## config.mk

```make
export PLATFORM = sky130hd
export DESIGN_NAME = uart_tx_frm
export DESIGN_NICKNAME = d
export VERILOG_FILES = /design/src/rtl/uart_pkg.sv /design/src/rtl/uart_tx_bit_timer.sv /design/src/rtl/uart_tx_frm.sv
export SDC_FILE = /design/constraint.sdc
export NUM_CORES = 1
export LEC_CHECK = 0
export BUFFER_PORTS_ARGS = -buffer_cell sky130_fd_sc_hd__buf_2
export CAP_MARGIN = 20
export CORE_ASPECT_RATIO = 0.7
export CORE_MARGIN = 4
export CORE_UTILIZATION = 40
export DETAILED_ROUTE_END_ITERATION = 8
export PLACE_DENSITY = 0.59
export SYNTH_ARGS = -nofsm -noshare
export SYNTH_HDL_FRONTEND = slang
export SYNTH_SLANG_ARGS = --single-unit
```

## constraint.sdc

```tcl
create_clock -name CLK -period 1.95 [get_ports CLK]
set_clock_uncertainty 0.1 [all_clocks]
set_input_delay 0.195 -clock CLK [delete_from_list [all_inputs] [get_ports CLK]]
set_output_delay 0.195 -clock CLK [all_outputs]
set_load 0.05 [all_outputs]
```

## src/rtl/uart_pkg.sv

```systemverilog
// Shared UART definitions: frame state encoding, parity types and line idle level.
// The transmitter and the receiver both import this package.
package uart_pkg;

   typedef enum logic [2:0] {
      IDLE   = 3'd0,
      START  = 3'd1,
      DATA   = 3'd2,
      PARITY = 3'd3,
      STOP   = 3'd4
   } state_t;

   localparam logic PAR_EVEN   = 1'b0;
   localparam logic PAR_ODD    = 1'b1;
   localparam logic IDLE_LEVEL = 1'b1;

   localparam int PRESCALE_W = 6;

endpackage

```

## src/rtl/uart_tx_bit_timer.sv

```systemverilog
// Bit-period timer: counts 0..prescale-1 while enabled and pulses tick on the terminal count.
// A prescale of 0 makes the 6-bit terminal value 63, so each bit lasts 64 cycles.
module uart_tx_bit_timer
   import uart_pkg::*;
(
   input  logic                  clk,
   input  logic                  srst,
   input  logic [PRESCALE_W-1:0] prescale,
   input  logic                  en,
   output logic                  tick
);

   logic [PRESCALE_W-1:0] cnt_reg;
   logic [PRESCALE_W-1:0] term_cnt;

   assign term_cnt = prescale - PRESCALE_W'(1);
   assign tick     = en && (cnt_reg == term_cnt);

   always_ff @(posedge clk) begin
      if (srst || !en) begin
         cnt_reg <= '0;
      end else if (tick) begin
         cnt_reg <= '0;
      end else begin
         cnt_reg <= cnt_reg + PRESCALE_W'(1);
      end
   end

endmodule

```

## src/rtl/uart_tx_frm.sv

```systemverilog
// UART transmitter: frames a parallel byte as start, LSB-first data, optional parity and stop,
// with all frame settings captured on accept and every output registered.
module uart_tx_frm
   import uart_pkg::*;
#(
   parameter int DATA_WIDTH = 8
) (
   input  logic                  CLK,
   input  logic                  RST,
   input  logic [DATA_WIDTH-1:0] P_DATA,
   input  logic                  DATA_VALID,
   input  logic                  PAR_EN,
   input  logic                  PAR_TYP,
   input  logic [PRESCALE_W-1:0] Prescale,
   output logic                  TX_OUT,
   output logic                  Busy
);

   localparam int IDX_W = (DATA_WIDTH > 1) ? $clog2(DATA_WIDTH) : 1;

   state_t                state_reg;
   logic [DATA_WIDTH-1:0] shift_reg;
   logic [IDX_W-1:0]      bit_idx_reg;
   logic                  par_en_reg;
   logic                  par_bit_reg;
   logic [PRESCALE_W-1:0] prescale_reg;
   logic                  tx_reg;
   logic                  busy_reg;
   logic                  timer_en;
   logic                  tick;

   assign timer_en = (state_reg != IDLE);
   assign TX_OUT   = tx_reg;
   assign Busy     = busy_reg;

   uart_tx_bit_timer u_bit_timer (
      .clk      (CLK),
      .srst     (RST),
      .prescale (prescale_reg),
      .en       (timer_en),
      .tick     (tick)
   );

   always_ff @(posedge CLK) begin
      if (RST) begin
         state_reg    <= IDLE;
         shift_reg    <= '0;
         bit_idx_reg  <= '0;
         par_en_reg   <= 1'b0;
         par_bit_reg  <= 1'b0;
         prescale_reg <= '0;
         tx_reg       <= IDLE_LEVEL;
         busy_reg     <= 1'b0;
      end else begin
         case (state_reg)
            IDLE: begin
               if (DATA_VALID) begin
                  // Parity is resolved here so the payload register is free to shift.
                  shift_reg    <= P_DATA;
                  par_en_reg   <= PAR_EN;
                  par_bit_reg  <= (^P_DATA) ^ (PAR_TYP == PAR_ODD);
                  prescale_reg <= Prescale;
                  tx_reg       <= 1'b0;
                  busy_reg     <= 1'b1;
                  state_reg    <= START;
               end
            end
            START: begin
               if (tick) begin
                  tx_reg      <= shift_reg[0];
                  shift_reg   <= shift_reg >> 1;
                  bit_idx_reg <= '0;
                  state_reg   <= DATA;
               end
            end
            DATA: begin
               if (tick) begin
                  if (bit_idx_reg == IDX_W'(DATA_WIDTH - 1)) begin
                     if (par_en_reg) begin
                        tx_reg    <= par_bit_reg;
                        state_reg <= PARITY;
                     end else begin
                        tx_reg    <= IDLE_LEVEL;
                        state_reg <= STOP;
                     end
                  end else begin
                     tx_reg      <= shift_reg[0];
                     shift_reg   <= shift_reg >> 1;
                     bit_idx_reg <= bit_idx_reg + IDX_W'(1);
                  end
               end
            end
            PARITY: begin
               if (tick) begin
                  tx_reg    <= IDLE_LEVEL;
                  state_reg <= STOP;
               end
            end
            STOP: begin
               if (tick) begin
                  tx_reg    <= IDLE_LEVEL;
                  busy_reg  <= 1'b0;
                  state_reg <= IDLE;
               end
            end
            default: begin
               tx_reg    <= IDLE_LEVEL;
               busy_reg  <= 1'b0;
               state_reg <= IDLE;
            end
         endcase
      end
   end

endmodule

```

==> results of run 1 <==
-- cell families after synthesis --
group	after synthesis	synth area share [%]
AND/OR/NAND/NOR	84	25.73
AO/OA/AOI/OAI	48	19.49
flip-flops	30	36.12
XOR/XNOR	19	10.01
buffers and inverters	14	3.837
adder cells (fa/ha/maj)	4	3.010
multiplexers	3	1.806
-- through the flow --
stage	setup slack [ns]	TNS (ns)	total power, W	area (sq um)	cells
2_1_floorplan	0.005922	0	0.001024	1704	202
3_3_place_gp	-0.02518	-0.1710	0.001171	1983	286
3_5_place_dp	-0.1042	-0.7454	0.001172	1983	286
4_1_cts	-0.08906	-0.7683	0.001708	2108	295
5_1_grt	-0.1914	-2.045	0.001795	2126	295
6_report	-0.07209	-0.3979	0.001700	2126	295
-- worst max-delay path, cell delays in order, from the launching register on --
cell and delay, ns:
dfxtp_2 0.34, inv_2 0.05, ha_4 0.16, o21ba_4 0.20
a221oi_4 0.30, or2_4 0.18, a2bb2oi_2 0.08, or4_1 0.40
a31oi_1 0.15
-- layer usage --
metal	GRT usage [%]	wire length [um]	part of all wire, %	vias up
met5	0	0	0	-
met4	5.418	51	1.4	0
met3	3.953	149	4.1	7
met2	20.46	1394	38	26
met1	21.26	2054	56	669
li1	-	-	-	783
-- cells in the mapped netlist (2+ instances only) --
cell      count
o21ai_1       2
a21oi_1      14
xor2_1        7
nor3_2        2
nand2_1      25
clkbuf_1      5
nand2b_1      7
and3_1        3
buf_2         3
nand3_1       4
nor3_1        4
xnor2_1      12
nand3b_1      7
a211oi_1      8
inv_1         4
and2_1        3
ha_1          4
o21ai_0      12
mux2i_1       3
or3_1         2
dfxtp_1      30
nor2_1       20
o21a_1        2
-- worst min path at each step --
| stage | slack, ns | to |
|---|---|---|
| floorplan | 0.22 | prescale_reg[1] |
| global placement | 0.33 | prescale_reg[1] |
| detailed placement | 0.33 | prescale_reg[1] |
| CTS | 0.03 | prescale_reg[1] |
| global route | 0.05 | prescale_reg[2] |
| finish | 0.04 | prescale_reg[0] |
-- what timing repair did --
item,CTS,global route
endpoints found under the setup margin,14,22
gates resized for setup,6,4
pin swaps,14,4
buffers inserted,1,0
-- report_power, final --
group          switching [W]  total, W  internal, W
sequential         0.0000429  0.000713     0.000670
combinational       0.000242  0.000473     0.000231
clock               0.000230  0.000514     0.000284
-- layout by cell type, fill, tap and decap left out, types with 2 or more instances in the layout --
cell and count:
o21a_1 2, nand2_2 2, nor3_2 3, a21oi_1 14, nor3_1 2, or3_1 2, and2_1 3, nand3b_1 7
xnor2_1 12, xor2_1 7, clkbuf_8 6, nand2b_1 6, o21ai_0 12, nor2_1 19, a221oi_4 2, inv_1 2
a211oi_1 7, inv_2 2, mux2i_1 3, nand3_1 4, dfxtp_2 2, buf_2 20, dfxtp_1 28, and3_1 3
buf_4 22, nand2_1 24, ha_1 3
-- cell type report --
cell class | instances | area share, %
Clock inverter | 1 | 0.2354
Sequential cell | 30 | 28.37
Multi-Input combinational cell | 158 | 50.56
Timing Repair Buffer | 43 | 13.01
Clock buffer | 7 | 4.061
Inverter | 4 | 0.7063
Tap cell | 52 | 3.061
==> reports/qor.yml, run 1 <==
status:
  status: "complete, but fails checks"
  failed_checks: "negative setup slack"
power:
  vdd_drop_max_v: 0.0004904
  power_density_nw_per_um2: 799.8
  power_leakage_nw: 0.8446
clocking:
  clk_pin_slew_ns: 0.06
  clock_sinks: 30
  cts_max_level: 2
  clk_path_buf_depth: 2
  cts_hold_buf: 0
  numCtsBuffers: 5
  cts-root-buf: "clkbuf_8"
  cts_tree: "done"
  insertion_delay_ns: 0.28
timing:
  fin_crit_ns: 2.022
  holdWs_ns: 0.03935
  period_share_pct: 103.7
  maxClockFrequency_ghz: 0.4945
  setup_viol: 10
  tightest_slew_ns: 0.5144
  maxSlewHeadroom_pct: 65.22
  finalHoldViolCount: 0
  drv_slew: 0
  rsz0062_at_grt: "true"
  setup_slack_ns: -0.07209
detailed_routing:
  vias: 1485
  drc: 0
  avgViaCountPerCell: 5.034
  postRouteAntennaNets: 0
  drt_pass1_iterations: 4
  drt_iter0_drc: 56
  wire_per_inst_um: 12.37
  routed_wl_um: 3650
placement:
  place.gp.congestion: 0.8033
  port_buffers: 20
  hpwl_um: 2674
final_layout:
  drive_gt1_share_pct: 29.22
  fin_nets: 265
  multi_input_area_sq_um: 1075
  seq_area_sq_um: 603.1
  area_delta_synth_final_pct: 27.84
  utilization_pct: 53.55
  largest_reg_flops: 8
  n_fill_cell: 365
  diodes: 0
critical_path:
  r2r_slack_ns: -0.07
  cp-start-kind: "flop"
  reg2reg_from: "prescale_reg[1]"
  endpoint: "state_reg[1]"
  arrival_ns: 2.12
  worstRegToRegCells: 8
  r2r-end: "state_reg[1]"
  endpoint_kind: "flop"
  worst-path-max-fanout: 5
  crit_path_start: "prescale_reg[1]"
  worstPathRequired_ns: 2.05
  critical_path_class: "reg2reg"
worst_hold_path:
  hold_class: "in2reg"
  hold_start: "Prescale[0]"
  min_path_cells: 3
logic_synthesis:
  synth_top_cell_area_share_pct: 36.12
  ys_types: 42
  syn_avg_cell_area_sq_um: 8.232
  netlist_instances: 202
  synth_area_sq_um: 1663
  syn_nets: 225
  yosysSeqAreaShare_pct: 36.12
  synth_warnings: 0
  yosys-top-cells-area: "dfxtp_1, xnor2_1, nand2_1"
  synth_top_area_cell: "dfxtp_1"
  synth_edf_count: 0
  async_reset_ff_share_pct: 0
  synth_ff_type: "dfxtp_1"
  ys_ff_latch: 30
flow_run:
  drv_cap: 0
floorplan:
  die_area_sq_um: 5269
  pin_count: 21
  row_count: 19
  core_sq_um: 3970
  die_x_um: 85.07
  start_util_pct: 41.88
  die_h_um: 61.95
global_route:
  antenna_found_initial: 0
  grt-ovfl-total: 0
  grt_pass1_vias: 1262
  grt_max_degree: 28
  grt_pass1_wl_um: 5913
  track_usage_pct: 14.57
No activity file was read; power rests on OpenSTA's default activity.
==> run 2: changes to the inputs <==
--- a/config.mk
+++ b/config.mk
@@ -12,6 +12,7 @@
 export CORE_UTILIZATION = 40
 export DETAILED_ROUTE_END_ITERATION = 8
 export PLACE_DENSITY = 0.59
+export SETUP_SLACK_MARGIN = 0.15
 export SYNTH_ARGS = -nofsm -noshare
 export SYNTH_HDL_FRONTEND = slang
 export SYNTH_SLANG_ARGS = --single-unit
==> reports/qor.yml, run 2 (synthesized netlist as in run 1, its figures left out) <==
final_layout:
  n_fill_cell: 370
  drive_gt1_share_pct: 30.74
  largest_reg_flops: 8
  mostFrequentLayoutCells: "dfxtp_1, nand2_1, buf_2, buf_4, nor2_1"
  area_delta_synth_final_pct: 31.83
  fin_nets: 266
  multi_input_area_sq_um: 1122
  final_common_cell: "dfxtp_1"
  diodes: 0
  seq_area_sq_um: 603.1
  stdcell_count: 296
clocking:
  clk_pin_slew_ns: 0.06
  clock_sinks: 30
  cts_max_level: 2
  numCtsBuffers: 5
  clk_path_buf_depth: 2
  insertion_delay_ns: 0.28
  cts-root-buf: "clkbuf_8"
  cts_tree: "done"
floorplan:
  pin_count: 21
  core_sq_um: 3970
  die_x_um: 85.07
  row_count: 19
  start_util_pct: 41.88
  die_area_sq_um: 5269
  die_h_um: 61.95
critical_path:
  path_buf_inv: 2
  arrival_ns: 2.10
  path_delay_family: "compound AO/OA/AOI/OAI gates"
  endpoint_kind: "flop"
  cp_common_cell: "a221oi_4"
  critical_path_class: "reg2reg"
  worst-path-max-fanout: 8
  cp-start-kind: "flop"
  critPathSlowestCell: "dfxtp_2"
  worstPathRequired_ns: 2.00
  cpPeakStageDelay_ns: 0.34
  cp_cell_sequence: "inv_2 > ha_4 > o21ba_4 > a221oi_4 > o21ai_2 > a221oi_4 > buf_6 > nand2b_1 > a21oi_1"
timing:
  period_share_pct: 104.9
  rsz0062_at_grt: "true"
  setup_viol: 12
  holdWs_ns: 0.04139
  maxSlewHeadroom_pct: 66.52
  tightest_slew_ns: 0.5022
  drv_slew: 0
  finalHoldViolCount: 0
  tns_ns: -0.7047
  fin_crit_ns: 2.045
  setup_slack_ns: -0.09512
  maxClockFrequency_ghz: 0.4890
power:
  power_density_nw_per_um2: 775.0
  power_w: 0.001699
  power_leakage_nw: 0.8602
  vdd_drop_max_v: 0.0004474
placement:
  dpl_worst_slack_ns: -0.1177
  place.gp.congestion: 0.7632
  dp.cells: 284
  hpwl_um: 2679
  port_buffers: 20
detailed_routing:
  vias: 1464
  routed_wl_um: 3794
  postRouteAntennaNets: 0
  drt_iter0_drc: 114
  wire_per_inst_um: 12.82
  avgViaCountPerCell: 4.946
  drc: 0
  drt_pass1_iterations: 4
status:
  status: "complete, but fails checks"
  failed_checks: "negative setup slack"
global_route:
  use_met3_pct: 3.953
  grt-ovfl-total: 0
  grt_pass1_vias: 1301
  antenna_found_initial: 0
  gr-usage-met1_pct: 22.66
  busiest_layer: "met1"
  use_met2_pct: 20.69
  track_usage_pct: 15.49
  grt_max_degree: 28
  grt_pass1_wl_um: 6203
worst_hold_path:
  hold_class: "in2reg"
flow_run:
  drv_cap: 0
[run 2: through the flow]
step | area (sq um) | util, %
after floorplan | 1710 | -
after global placement | 1974 | 49.73
after detailed placement | 1974 | 49.73
after CTS | 2128 | 53.61
after global routing | 2192 | 55.22
final | 2192 | 55.22
[run 2: area by class of cell]
class,instances,area share [%]
Multi-Input combinational cell,158,51.20
Sequential cell,30,27.51
Timing Repair Buffer,44,13.47
Clock buffer,7,3.938
Tap cell,52,2.968
Inverter,4,0.6849
Clock inverter,1,0.2283
[run 2: path summary, 6_finish.rpt]
kind,from,endpoint,slack [ns],depth (start not counted)
min reg2reg,par_bit_reg,par_bit_reg,0.37,2
min,Prescale[0],prescale_reg[0],0.04,3
max reg2reg,prescale_reg[1],shift_reg[7],-0.1,9
max,prescale_reg[1],shift_reg[7],-0.1,9
[run 2: tightest hold or removal path: stages]
cell and delay, ns:
buf_2 0.09, nand2_1 0.05, a21oi_1 0.05
[run 2: timing repair]
item	4_1_cts	5_1_grt
setup buffers	2	2
hold buffers	0	0
resized for setup	10	12
endpoints found under the setup margin	21	22
pin swaps	3	19
[run 2: per-layer routing]
metal / share of wire, % / wire [um]
met3: 4.5 / 170
met4: 1.2 / 46
met2: 40 / 1535
met1: 54 / 2042
met5: 0 / 0
[run 2: where the power goes]
| group | internal (W) | switching [W] | total [W] |
|---|---|---|---|
| combinational | 0.000223 | 0.000252 | 0.000476 |
| clock | 0.000284 | 0.000227 | 0.000512 |
| sequential | 0.000670 | 0.0000416 | 0.000712 |
| total | 0.00118 | 0.000521 | 0.00170 |
